==> src/rtl/riscv_pkg.sv <==
// Shared RV32M multiply/divide types: default width, funct3 op codes,
// sequencer states and small op-decoding helpers.
package riscv_pkg;

  localparam int XLEN_DEFAULT = 32;

  typedef enum logic [2:0] {
    MDU_MUL  = 3'b000,
    MDU_DIV  = 3'b100,
    MDU_DIVU = 3'b101,
    MDU_REM  = 3'b110,
    MDU_REMU = 3'b111
  } mdu_op_e;

  typedef enum logic [1:0] {
    IDLE,
    BUSY,
    DONE
  } mdu_state_e;

  // Every funct3 with bit 2 set is a divide/remainder op.
  function automatic logic op_is_div(input logic [2:0] op);
    return op[2];
  endfunction

  // DIV and REM treat operands as two's complement.
  function automatic logic op_is_signed(input logic [2:0] op);
    return op[2] & ~op[0];
  endfunction

  // REM and REMU return the remainder rather than the quotient.
  function automatic logic op_is_rem(input logic [2:0] op);
    return op[1];
  endfunction

endpackage

==> src/rtl/muldiv_sequencer.sv <==
// Iterative RV32M multiply/divide sequencer for the EX stage.
// Radix-2 shift-add multiply / restoring shift-subtract divide, one bit per
// cycle for XLEN cycles, with stall held high while the loop runs.
// Optional feature macro: MULDIV_FAST_SPECIAL_EN -- divide by zero, signed
// overflow and divide by one go straight from accept to DONE.
module muldiv_sequencer
  import riscv_pkg::*;
#(
  parameter int XLEN = XLEN_DEFAULT
) (
  input  logic            clk,
  input  logic            reset,
  input  logic            start,
  input  logic [2:0]      op,
  input  logic [XLEN-1:0] a,
  input  logic [XLEN-1:0] b,
  input  logic            flush,
  output logic            ready,
  output logic            stall,
  output logic [XLEN-1:0] result,
  output logic            result_valid
);

  localparam int               CNT_W    = $clog2(XLEN);
  localparam logic [CNT_W-1:0] CNT_LAST = CNT_W'(XLEN - 1);
  localparam logic [XLEN-1:0]  INT_MIN  = {1'b1, {(XLEN-1){1'b0}}};

  mdu_state_e       state_reg, state_next;
  logic [CNT_W-1:0] count_reg;
  logic [2:0]       op_reg;
  logic [XLEN-1:0]  acc_reg;     // product accumulator / partial remainder
  logic [XLEN-1:0]  quo_reg;     // multiplier / dividend shifting into quotient
  logic [XLEN-1:0]  opnd_reg;    // multiplicand / divisor magnitude
  logic [XLEN-1:0]  result_reg;
  logic             sa_reg, sb_reg, divzero_reg, ovf_reg;

  logic             accept, skip;
  logic             a_neg, b_neg, in_divzero, in_ovf;
  logic [XLEN-1:0]  abs_a, abs_b;
  logic [XLEN:0]    rem_shift;
  logic             rem_ge;
  logic [XLEN-1:0]  rem_diff;
  logic [XLEN-1:0]  quotient, remainder, final_result;

  assign accept     = (state_reg == IDLE) & start & ~flush;
  assign a_neg      = op_is_signed(op) & a[XLEN-1];
  assign b_neg      = op_is_signed(op) & b[XLEN-1];
  assign abs_a      = a_neg ? -a : a;
  assign abs_b      = b_neg ? -b : b;
  assign in_divzero = (b == '0);
  assign in_ovf     = op_is_signed(op) & (a == INT_MIN) & (b == '1);

`ifdef MULDIV_FAST_SPECIAL_EN
  assign skip = op_is_div(op) & (in_divzero | in_ovf | (b == XLEN'(1)));
`else
  assign skip = 1'b0;
`endif

  // One restoring-division step: shift in the next dividend bit, subtract if it fits.
  // The partial remainder never exceeds XLEN bits, so the low-bit difference is exact.
  assign rem_shift = {acc_reg, quo_reg[XLEN-1]};
  assign rem_ge    = (rem_shift >= {1'b0, opnd_reg});
  assign rem_diff  = rem_shift[XLEN-1:0] - opnd_reg;

  // Sign fix-up and RISC-V boundary results, applied while in DONE.
  // For a zero divisor the loop leaves |a| in the remainder, so only the
  // quotient needs forcing; overflow forces both for clarity.
  always_comb begin
    quotient  = (sa_reg ^ sb_reg) ? -quo_reg : quo_reg;
    remainder = sa_reg ? -acc_reg : acc_reg;
    if (divzero_reg) begin
      quotient = '1;
    end
    if (ovf_reg) begin
      quotient  = INT_MIN;
      remainder = '0;
    end
    if (op_is_div(op_reg)) begin
      final_result = op_is_rem(op_reg) ? remainder : quotient;
    end else if (op_reg == MDU_MUL) begin
      final_result = acc_reg;
    end else begin
      final_result = '0;
    end
  end

  // Next-state and handshake outputs; flush overrides everything.
  always_comb begin
    state_next   = state_reg;
    ready        = 1'b0;
    stall        = 1'b0;
    result_valid = 1'b0;
    result       = result_reg;
    if (flush) begin
      state_next = IDLE;
    end else begin
      case (state_reg)
        IDLE:    if (start) state_next = skip ? DONE : BUSY;
        BUSY:    if (count_reg == CNT_LAST) state_next = DONE;
        DONE:    state_next = IDLE;
        default: state_next = IDLE;
      endcase
    end
    ready        = (state_reg == IDLE);
    stall        = (state_reg == BUSY) | accept;
    result_valid = (state_reg == DONE) & ~flush;
    if (result_valid) begin
      result = final_result;
    end
  end

  // State register.
  always_ff @(posedge clk or negedge reset) begin
    if (!reset) begin
      state_reg <= IDLE;
    end else begin
      state_reg <= state_next;
    end
  end

  // Operand capture on accept, one loop iteration per BUSY cycle, result hold.
  always_ff @(posedge clk or negedge reset) begin
    if (!reset) begin
      count_reg   <= '0;
      op_reg      <= '0;
      acc_reg     <= '0;
      quo_reg     <= '0;
      opnd_reg    <= '0;
      result_reg  <= '0;
      sa_reg      <= 1'b0;
      sb_reg      <= 1'b0;
      divzero_reg <= 1'b0;
      ovf_reg     <= 1'b0;
    end else begin
      if (accept) begin
        count_reg   <= '0;
        op_reg      <= op;
        sa_reg      <= a_neg;
        sb_reg      <= b_neg;
        divzero_reg <= op_is_div(op) & in_divzero;
        ovf_reg     <= in_ovf;
        acc_reg     <= '0;
        if (op_is_div(op)) begin
          quo_reg  <= abs_a;
          opnd_reg <= abs_b;
        end else begin
          quo_reg  <= b;
          opnd_reg <= a;
        end
`ifdef MULDIV_FAST_SPECIAL_EN
        // Zero divisor skips the loop, so preload what it would have left behind.
        if (op_is_div(op) & in_divzero) begin
          acc_reg <= abs_a;
        end
`endif
      end else if (state_reg == BUSY) begin
        count_reg <= count_reg + CNT_W'(1);
        if (op_is_div(op_reg)) begin
          quo_reg <= {quo_reg[XLEN-2:0], rem_ge};
          acc_reg <= rem_ge ? rem_diff : rem_shift[XLEN-1:0];
        end else begin
          if (quo_reg[0]) begin
            acc_reg <= acc_reg + opnd_reg;
          end
          opnd_reg <= opnd_reg << 1;
          quo_reg  <= quo_reg >> 1;
        end
      end
      if (result_valid) begin
        result_reg <= final_result;
      end
    end
  end

endmodule
==> config.mk <==
export PLATFORM = sky130hd
export DESIGN_NAME = muldiv_sequencer
export DESIGN_NICKNAME = d
export VERILOG_FILES = /design/src/rtl/riscv_pkg.sv /design/src/rtl/muldiv_sequencer.sv
export SDC_FILE = /design/constraint.sdc
export NUM_CORES = 1
export LEC_CHECK = 0
export ABC_AREA = 1
export CELL_PAD_IN_SITES_DETAIL_PLACEMENT = 1
export CELL_PAD_IN_SITES_GLOBAL_PLACEMENT = 2
export CORE_ASPECT_RATIO = 1.4
export CORE_MARGIN = 4
export CORE_UTILIZATION = 32
export DETAILED_ROUTE_END_ITERATION = 7
export GPL_TIMING_DRIVEN = 0
export PLACE_DENSITY_LB_ADDON = 0.05
export SLEW_MARGIN = 10
export SYNTH_ARGS = -nofsm -noshare
export SYNTH_HDL_FRONTEND = slang
export SYNTH_SLANG_ARGS = --single-unit
==> constraint.sdc <==
create_clock -name clk -period 2.8 [get_ports clk]
set_input_delay 0.84 -clock clk [delete_from_list [all_inputs] [get_ports clk]]
set_output_delay 0.84 -clock clk [all_outputs]
set_load 0.01 [all_outputs]
==> metrics.txt <==
result of the run complete, but fails checks; violated checks negative setup slack; Iter 0 DRT Violations 1,137; total length of routed wires 95,300 um; Die Height about 280 um; proportion of synthesized flip-flops having asynchronous set or reset 100%; number of levels the H-tree was split into 4; startpoint of the lowest-slack register-to-register path acc_reg[0]; Critical Path AT roughly 2.7 ns; met2 wirelength from detailed routing 46,700 um; total gr overflow 0; total power per unit cell area 1020 nW/um^2; post-route cell area approximately 22,000 sq um; Post-Syn Area about 16,000 sq um; Achievable Freq about 0.28 GHz; via count around 21,000; clk sink count approximately 140; top routing layer in use met4; root buf cell sky130_fd_sc_hd__clkbuf_16; Crit. End Element output port; smallest setup slack after layout -0.743 ns; number of failing hold endpoints at the final stage 0; core area about 50,000 sq um; biggest fanout along the worst timing path 5; buffers plus inverters on the worst setup path 6; CP startpoint kind flop; average wire per cell in the routed design 25.5 um; number of top-level design ports 106; top cells by area, synth sky130_fd_sc_hd__dfrtp_1 22%, sky130_fd_sc_hd__nand2_1 17%, sky130_fd_sc_hd__inv_1 9.0%, sky130_fd_sc_hd__nand3_1 9.0%, sky130_fd_sc_hd__o21ai_0 7.1%; clock latency on the worst-skew pair 0.48 ns; normalized max-slew margin 31.0%; final period utilization 127%; Place WS -1.90 ns; Final GP Congestion about 1; via density per instance ~5.6; worst clock skew approximately 0.021 ns; initial antenna violation count 0; number of nets produced by synthesis 2,962; post-synth top area share a little over a fifth; worst setup path class reg -> out; detailed-routing iteration count for the pre-antenna-repair pass 5; P&R area growth vs syn 33.3%; Critical Path Source quo_reg[1]; Hold Buf Count CTS 0; transition at the pin with the smallest max-transition slack approximately 1.0 ns; routed length on met3 between 3000 and 4000 um; Routed Antenna Nets 0; TritonCTS clock tree done; worst min path class in -> async; register clock-pin slew on the reported worst setup and hold paths around 0.070 ns; leading area contributor after synthesis sky130_fd_sc_hd__dfrtp_1; peak supply drop around 0.53 mV; All-Layer GR Usage 33.6%; slowest stage delay, CP ~0.40 ns; # port buffers ~110; placed cell areas ~18,000 sq um; post-layout minimum cycle time roughly 3.5 ns; Detailed Place HPWL 76,400 um; number of distinct library cell variants in the gate-level netlist after synthesis 58; dominant register cell in the synthesized netlist sky130_fd_sc_hd__dfrtp_1; first-pass GRT wire length about 140,000 um; final count of pins violating max slew 0; Inserted Clock Buffers 17; largest net degree at the start of global routing just under 100; number of global-route vias before repair 21,500; critical path required time between 1.5 and 2 ns; starting density of the core 32.5%; slowest stage cell on the critical path sky130_fd_sc_hd__dfrtp_1; share of the yosys chip area belonging to registers between 20% and 30%; Setup violations, final 32; number of register bits inferred by synthesis about 140; number of standard-cell rows in the floorplan 97; most frequent cells after synthesis 761 x sky130_fd_sc_hd__nand2_1, 393 x sky130_fd_sc_hd__inv_1, 294 x sky130_fd_sc_hd__nand3_1, 276 x sky130_fd_sc_hd__nor2_1, 233 x sky130_fd_sc_hd__o21ai_0; share of final-layout standard cells stronger than drive strength 1 21.5%; max-cap violations 0; kind of cell adding the most delay to the critical path buffers and inverters; Leakage 10.4 nW; leading cell type by number of instances after synthesis sky130_fd_sc_hd__nand2_1; EDFF count, synth 0; cell count after synthesis around 2,800; number of design rule violations left after detail routing 0; cell-by-cell listing of the critical path inv_2 -> buf_4 -> buf_6 -> nand3_4 -> nor2_4 -> buf_6 -> nand3_4 -> nand2_4 -> buf_4 -> nand2_1 -> o21ai_2 -> nand3_1 -> a21boi_2 -> buf_2; width of the die 199 um; # nets final ~3,200; unrepaired setup endpoints after global routing yes; die area 54,800 sq um; largest buffer count on any clock path 2; metal1 wirelength between 30,000 and 40,000 um; average instance area after synthesis slightly below 6 sq um; Yosys warnings 0
==> cells in the final DEF, fill, tap and decap left out, types with 33 or more instances in the layout <==
cell / count
sky130_fd_sc_hd__buf_4: 117
sky130_fd_sc_hd__nand2_1: 707
sky130_fd_sc_hd__nand2_2: 46
sky130_fd_sc_hd__clkdlybuf4s50_1: 68
sky130_fd_sc_hd__dfrtp_1: 101
sky130_fd_sc_hd__nor2_1: 235
sky130_fd_sc_hd__dfrtp_2: 41
sky130_fd_sc_hd__ha_1: 44
sky130_fd_sc_hd__nand3_2: 59
sky130_fd_sc_hd__nand3_1: 223
sky130_fd_sc_hd__a21oi_1: 197
sky130_fd_sc_hd__o21ai_1: 34
sky130_fd_sc_hd__buf_2: 33
sky130_fd_sc_hd__o21ai_0: 173
sky130_fd_sc_hd__inv_1: 365
sky130_fd_sc_hd__nand4_1: 44
sky130_fd_sc_hd__clkbuf_1: 39
==> per-stage QoR <==
| stage | hold WS [ns] | power [mW] | instances | util (%) | setup TNS (ns) |
|---|---|---|---|---|---|
| after global placement | 0.461 | 16.9 | 3567 | 36.2 | -885.73 |
| final | 0.251 | 22.3 | 3734 | 43.3 | -17.36 |
| after global routing | 0.277 | 23.9 | 3733 | 43.3 | -20.08 |
| after detailed placement | 0.468 | 17.1 | 3568 | 36.3 | -125.69 |
| after CTS | 0.264 | 20.8 | 3680 | 40.7 | -16.22 |
| after floorplan | 0.446 | 11.9 | 2819 | - | 0 |
==> layout make-up <==
cell class	count	area (sq um)
timing repair buffer	240	2130
inverter	404	1570
multi-input combinational	2177	12400
antenna	1	2.50
clock inverter	14	141
fill	6649	28500
sequential	142	3600
clock buffer	18	439
buffer	94	624
timing repair inverter	1	11.3
tap	643	805
==> repair_timing <==
item	in CTS	in global routing
gates cloned	0	3
endpoints found under the setup margin	139	98
setup buffers	81	54
pin swaps	72	90
gates resized for setup	510	258
==> logic make-up after synthesis <==
group	Yosys count	synth area share, %
compound gates	587	20.1
flops	142	21.8
simple gates	1483	38.8
fa+ha+maj	72	5.61
buf+inv	500	11.8
xor+xnor	35	1.88
==> final timing paths <==
kind                                       end  slack [ns]  cells after the start
worst max register to register     acc_reg[16]        0.09                     17
worst max-delay path                result[27]       -0.74                     14
max in group asynchronous          acc_reg[11]        1.64                      2
worst min register to register  result_reg[14]        0.48                      2
min in group clk                result_reg[14]        0.48                      2
worst min-delay path               acc_reg[28]        0.25                      1
==> per-layer routing <==
metal  up-vias  global-route usage [%]
met5         -                       0
met4         0                    23.5
met3       244                    2.84
met2       610                    59.3
met1     10200                    38.1
li1       9792                       -
==> power by group <==
| group | total [mW] | internal, mW | switching, mW | leakage [nW] |
|---|---|---|---|---|
| combinational | 16.0 | 5.33 | 10.7 | 8.44 |
| sequential | 3.92 | 2.70 | 1.21 | 1.65 |
| clock | 2.35 | 1.21 | 1.14 | 0.285 |
Note: power is estimated with default switching activity, not from simulation.
